**src/rtl/mem_lsu.sv**
```systemverilog
// MEM-stage load/store unit: one req/gnt + rvalid data-memory access per load/store, with WB alignment/extension.
// Optional MISALIGN_TRAP_EN: misaligned half/word accesses complete with o_misaligned instead of being forced aligned.
module mem_lsu #(
    parameter int RESP_TIMEOUT = 255,
    parameter int TMO_W        = 8
) (
    input  logic        i_clk,
    input  logic        i_rst,
    input  logic        i_valid,
    input  logic        i_memRead,
    input  logic        i_memWrite,
    input  logic [2:0]  i_func3,
    input  logic [31:0] i_addr,
    input  logic [31:0] i_storeData,
    output logic        o_stall,
    output logic        o_valid,
    output logic [31:0] o_loadData,
    output logic        o_err,
    output logic        o_misaligned,
    output logic        o_dmemReq,
    input  logic        i_dmemGnt,
    output logic [31:0] o_dmemAddr,
    output logic        o_dmemWe,
    output logic [3:0]  o_dmemBe,
    output logic [31:0] o_dmemWdata,
    input  logic        i_dmemRvalid,
    input  logic [31:0] i_dmemRdata,
    output logic [1:0]  dbg_state
);
    typedef enum logic [1:0] {S_IDLE = 2'd0, S_REQ = 2'd1, S_WAIT = 2'd2} state_t;

    localparam logic [TMO_W-1:0] TMO_LAST = TMO_W'(RESP_TIMEOUT - 1);

    state_t            state_q, state_d;
    logic [TMO_W-1:0]  tmo_q, tmo_d;
    logic [31:0]       addr_q, wdata_q, data_q;
    logic [3:0]        be_q;
    logic [2:0]        func3_q;
    logic [1:0]        lane_q;
    logic              we_q, done_q, done_d, err_q, err_d;
    logic              start, illegal, load_ok, store_ok, capture, latch, tmo_hit;
    logic [1:0]        lane_new;
    logic [3:0]        be_new;
    logic [31:0]       wdata_new, shifted, ext;
`ifdef MISALIGN_TRAP_EN
    logic              mis_q, mis_d, misalign;
`endif

    // Field decode for a new access; sub-word lanes are forced aligned by size.
    always_comb begin
        load_ok  = (i_func3 == 3'b000) || (i_func3 == 3'b001) || (i_func3 == 3'b010) ||
                   (i_func3 == 3'b100) || (i_func3 == 3'b101);
        store_ok = !i_func3[2] && (i_func3[1:0] != 2'b11);
        illegal  = (i_memRead && i_memWrite) || (i_memRead && !load_ok) ||
                   (i_memWrite && !store_ok);
        lane_new = 2'b00;
        be_new   = 4'hF;
        case (i_func3[1:0])
            2'b00:   begin lane_new = i_addr[1:0];       be_new = 4'b0001 << lane_new; end
            2'b01:   begin lane_new = {i_addr[1], 1'b0}; be_new = 4'b0011 << lane_new; end
            default: begin lane_new = 2'b00;             be_new = 4'hF;                end
        endcase
        case (i_func3[1:0])
            2'b00:   wdata_new = {4{i_storeData[7:0]}};
            2'b01:   wdata_new = {2{i_storeData[15:0]}};
            default: wdata_new = i_storeData;
        endcase
`ifdef MISALIGN_TRAP_EN
        misalign = ((i_func3[1:0] == 2'b01) && i_addr[0]) ||
                   ((i_func3[1:0] == 2'b10) && (i_addr[1:0] != 2'b00));
`endif
    end

    always_comb begin
        shifted = i_dmemRdata >> {lane_q, 3'b000};
        case (func3_q)
            3'b000:  ext = {{24{shifted[7]}}, shifted[7:0]};
            3'b001:  ext = {{16{shifted[15]}}, shifted[15:0]};
            3'b100:  ext = {24'd0, shifted[7:0]};
            3'b101:  ext = {16'd0, shifted[15:0]};
            default: ext = i_dmemRdata;
        endcase
    end

    always_comb begin
        state_d = state_q;
        done_d  = 1'b0;
        err_d   = 1'b0;
        capture = 1'b0;
        latch   = 1'b0;
        o_stall = 1'b0;
        o_valid = done_q;
`ifdef MISALIGN_TRAP_EN
        mis_d   = 1'b0;
`endif
        // A completion cycle blocks a new start so a held EX/MEM entry is not reissued.
        start   = (state_q == S_IDLE) && i_valid && (i_memRead || i_memWrite) && !done_q;
        tmo_hit = (RESP_TIMEOUT != 0) && (tmo_q == TMO_LAST);
        case (state_q)
            S_IDLE: begin
                if (start) begin
                    o_stall = 1'b1;
                    if (illegal) begin
                        done_d = 1'b1;
                        err_d  = 1'b1;
                    end
`ifdef MISALIGN_TRAP_EN
                    else if (misalign) begin
                        done_d = 1'b1;
                        mis_d  = 1'b1;
                    end
`endif
                    else begin
                        capture = 1'b1;
                        state_d = S_REQ;
                    end
                end
            end
            S_REQ: begin
                o_stall = 1'b1;
                if (i_dmemGnt && we_q) begin
                    state_d = S_IDLE;
                    o_valid = 1'b1;
                    o_stall = 1'b0;
                end else if (tmo_hit) begin
                    state_d = S_IDLE;
                    done_d  = 1'b1;
                    err_d   = 1'b1;
                end else if (i_dmemGnt) begin
                    state_d = S_WAIT;
                end
            end
            S_WAIT: begin
                o_stall = 1'b1;
                if (i_dmemRvalid) begin
                    latch   = 1'b1;
                    done_d  = 1'b1;
                    state_d = S_IDLE;
                end else if (tmo_hit) begin
                    state_d = S_IDLE;
                    done_d  = 1'b1;
                    err_d   = 1'b1;
                end
            end
            default: state_d = S_IDLE;
        endcase
        tmo_d = ((state_q == S_IDLE) || (state_d == S_IDLE)) ? '0 : tmo_q + 1'b1;
    end

    always_ff @(posedge i_clk) begin
        if (i_rst) begin
            state_q <= S_IDLE;
            tmo_q   <= '0;
            addr_q  <= '0;
            wdata_q <= '0;
            data_q  <= '0;
            be_q    <= '0;
            func3_q <= '0;
            lane_q  <= '0;
            we_q    <= 1'b0;
            done_q  <= 1'b0;
            err_q   <= 1'b0;
`ifdef MISALIGN_TRAP_EN
            mis_q   <= 1'b0;
`endif
        end else begin
            state_q <= state_d;
            tmo_q   <= tmo_d;
            done_q  <= done_d;
            err_q   <= err_d;
            data_q  <= latch ? ext : 32'd0;
`ifdef MISALIGN_TRAP_EN
            mis_q   <= mis_d;
`endif
            if (capture) begin
                addr_q  <= {i_addr[31:2], 2'b00};
                wdata_q <= wdata_new;
                be_q    <= be_new;
                func3_q <= i_func3;
                lane_q  <= lane_new;
                we_q    <= i_memWrite;
            end
        end
    end

    assign o_dmemReq   = (state_q == S_REQ);
    assign o_dmemAddr  = addr_q;
    assign o_dmemWdata = wdata_q;
    assign o_dmemWe    = o_dmemReq && we_q;
    assign o_dmemBe    = o_dmemReq ? be_q : 4'd0;
    assign o_loadData  = data_q;
    assign o_err       = err_q;
    assign dbg_state   = state_q;
`ifdef MISALIGN_TRAP_EN
    assign o_misaligned = mis_q;
`else
    assign o_misaligned = 1'b0;
`endif
endmodule
```
**config.mk**
```make
export PLATFORM = sky130hd
export DESIGN_NAME = mem_lsu
export DESIGN_NICKNAME = d
export VERILOG_FILES = /design/src/rtl/mem_lsu.sv
export SDC_FILE = /design/constraint.sdc
export NUM_CORES = 1
export LEC_CHECK = 0
export ABC_AREA = 1
export BUFFER_PORTS_ARGS = -buffer_cell sky130_fd_sc_hd__buf_2
export CORE_MARGIN = 3
export CORE_UTILIZATION = 48
export CTS_CLUSTER_DIAMETER = 150
export CTS_CLUSTER_SIZE = 25
export DETAILED_ROUTE_END_ITERATION = 10
export PLACE_DENSITY = 0.83
export SLEW_MARGIN = 20
export SYNTH_ARGS = -nofsm -noshare
export SYNTH_HDL_FRONTEND = slang
export SYNTH_SLANG_ARGS = --single-unit
```
**constraint.sdc**
```tcl
create_clock -name i_clk -period 1.6 [get_ports i_clk]
set_input_delay 0.16 -clock i_clk [delete_from_list [all_inputs] [get_ports i_clk]]
set_output_delay 0.16 -clock i_clk [all_outputs]
set_load 0.01 [all_outputs]
```
==> flow_summary.json <==
{
  "status": "complete, but fails checks",
  "violations": "setup timing",
  "yosysTopAreaCellShare": 0.457,
  "r2r_start": "dbg_state[0]",
  "drv_cap": 0,
  "n_antenna_cell": 0,
  "drtAntennaViolNets": 0,
  "place_congestion": 0.908,
  "drc": 0,
  "hold_path_depth": 5,
  "hpwlAfterDp_um": 10700,
  "arrival_ns": 1.47,
  "avgSynthCellArea_sq_um": 6.90,
  "gr-usage-all-layers": 0.324,
  "synthFlopType": "dfxtp_1",
  "dp.cells": 1055,
  "clkLatencyLatePin_ns": 0.52,
  "start_util": 0.506,
  "leakage_nw": 3.93,
  "synth_fa_ha_area_frac": 0.00492,
  "clk_pin_slew_ns": 0.06,
  "dieArea_sq_um": 11900,
  "fin_ws_ns": -0.0349,
  "io_buffers": 210,
  "fp.dieH_um": 109,
  "reg2reg_slack_ns": 0.01,
  "numCtsBuffers": 17,
  "ys_seq_area_frac": 0.457,
  "core_sq_um": 10000,
  "ys_seq_elements": 116,
  "routed_wl_um": 19800,
  "cellPowerDensity_nw_per_um2": 1080,
  "cts_tree": "done",
  "synth_xor_area_frac": 0.0103,
  "grt_pass1_wl_um": 30100,
  "synth_top_area_cell": "dfxtp_1",
  "ys_types": 27,
  "crit_fanout": 6,
  "hold_viol": 0,
  "cts_sinks": 116,
  "rr_worst_depth": 9,
  "period_share": 1.02,
  "fin_tns_setup_ns": -0.0536,
  "synthTopCellsByCount": "249 x nand2_1, 116 x dfxtp_1, 87 x a21oi_1",
  "clockRootBuffer": "clkbuf_8",
  "endpoint_kind": "output pin",
  "synth_most_common_cell": "nand2_1",
  "synth_area_sq_um": 5080,
  "async_flop_share": 0,
  "cts_buffer_depth": 2,
  "stdcell_count": 1173,
  "num_io_pins": 214,
  "finalInstanceArea_sq_um": 7870,
  "fin_skew_ns": 0.0199,
  "irDropWorstVdd_mv": 0.690,
  "synth-compound-area-share": 0.164,
  "pre_cts_slack_ns": 0.0389,
  "fin_crit_ns": 1.63,
  "dieWidth_um": 109,
  "synthTopCellsByArea": "dfxtp_1 46%, nand2_1 18%, a21oi_1 8.6%, inv_1 5.1%, o21ai_0 4.8%",
  "areaGrowthSynthToFinish_pct": 54.8,
  "via_count": 6438,
  "r2r_end": "o_dmemAddr[2]",
  "grt_pass1_vias": 6179,
  "yosys.area_share.simple": 0.263,
  "hold_class": "in2reg",
  "slowest_delay_ns": 0.37,
  "rsz0062_at_grt": "true",
  "synth-edff-count": 0,
  "via_per_inst": 5.49,
  "synthMuxAreaShare": 0,
  "fin_nets": 1135,
  "antenna_found_initial": 0,
  "min_from": "i_dmemRdata[15]",
  "wl_per_cell_um": 16.8,
  "cp.required_ns": 1.44,
  "layout-drive-gt1-share": 0.287,
  "critPathKind": "reg2out",
  "firstDrtPassIters": 6,
  "yosys_warnings": 0,
  "fp-row-count": 36,
  "place_area_sq_um": 6270,
  "drv_slew": 0,
  "hold_end": "o_loadData[15]",
  "synthCells": 736,
  "cpMaxStageDelayCell": "dfxtp_4",
  "synth_top_family_by_area": "simple AND/OR/NAND/NOR gates",
  "final-setup-viol-count": 3,
  "grt-ovfl-total": 0,
  "drtIter0Drc": 486,
  "htreeDepth": 4,
  "grt_max_degree": 43,
  "path_cells": "inv_2 > nor2_4 > inv_4 > o21ai_2 > buf_2",
  "crit_path_start_kind": "register",
  "max_freq_mhz": 612
}
[stage by stage]
| step | total power, mW | hold WS [ns] | util |
|---|---|---|---|
| floorplan | 3.72 | 0.304 | - |
| global placement | 4.12 | 0.409 | 0.624 |
| detailed placement | 4.14 | 0.412 | 0.624 |
| CTS | 8.34 | 0.00365 | 0.769 |
| global route | 8.75 | 0.0264 | 0.783 |
| finish | 8.49 | 0.0143 | 0.783 |
[worst max-delay path by stage]
| stage | endpoint | cells past startpoint | startpoint |
|---|---|---|---|
| 6_report | o_valid | 5 | dbg_state[0] |
| 5_1_grt | o_valid | 5 | dbg_state[0] |
| 4_1_cts | o_valid | 5 | dbg_state[0] |
| 3_5_place_dp | be_q[2] | 8 | dbg_state[1] |
| 3_3_place_gp | be_q[2] | 8 | dbg_state[0] |
| 2_1_floorplan | tmo_q[0] | 8 | dbg_state[0] |
[logic make-up after synthesis]
family          after synthesis
fa+ha+maj                     2
other cells                   1
compound gates              157
buf+inv                     119
xor+xnor                      6
simple gates                335
flops                       116
[timing repair]
action                                  CTS  global route
gates cloned                              0             1
buffers inserted                          2             5
pin swaps                                 2             5
gates resized for setup                  12            26
hold endpoints to repair                 76             0
hold buffers                             78             0
endpoints found under the setup margin    7            24
[per-layer routing]
metal | vias to the layer above | GRT usage | wire length, um | part of all wire
li1 | 2916 | - | - | -
met1 | 2853 | 0.361 | 6940 | 0.35
met2 | 547 | 0.552 | 9510 | 0.48
met3 | 122 | 0.0995 | 2170 | 0.11
met4 | 0 | 0.172 | 1140 | 0.058
met5 | - | 0 | 0 | 0
[registers in the layout, summed over array words and instances (netlist names)]
name,count
be_q,4
dbg_state,2
lane_q,2
done_q,1
o_dmemAddr,30
o_dmemWdata,32
tmo_q,8
we_q,1
o_loadData,32
o_err,1
func3_q,3
[critical path: cells and delay by family (launching register included)]
family	cells	cell delay, ns
AND/OR/NAND/NOR	1	0.17
flip-flops	1	0.37
AO/OA/AOI/OAI	1	0.13
buffers and inverters	3	0.27
[final cells by class]
cell class	instances	area [sq um]
Multi-Input combinational cell	503	2330
Clock inverter	15	218
Inverter	72	275
Clock buffer	17	414
Timing Repair Buffer	317	2130
Fill cell	623	2180
Sequential cell	116	2330
Tap cell	133	166
[where the power goes]
part | switching, mW | total [mW] | internal [mW]
clock network | 1.52 | 4.10 | 2.58
registers | 0.0707 | 3.07 | 3.00
logic | 0.749 | 1.32 | 0.574
[cells in the final DEF (no fill, tap or decap), types with 5 or more instances in the layout]
cell,n
buf_4,25
a21boi_0,5
buf_2,207
nor2_1,30
dfxtp_1,113
inv_1,66
o211ai_1,5
o31ai_1,7
dlygate4sd3_1,78
clkbuf_16,17
nand3_1,45
nand2_1,247
inv_6,6
a21oi_1,81
a21oi_2,6
o21ai_0,45
o21ai_1,5
Power figures use the tool's default switching activity.
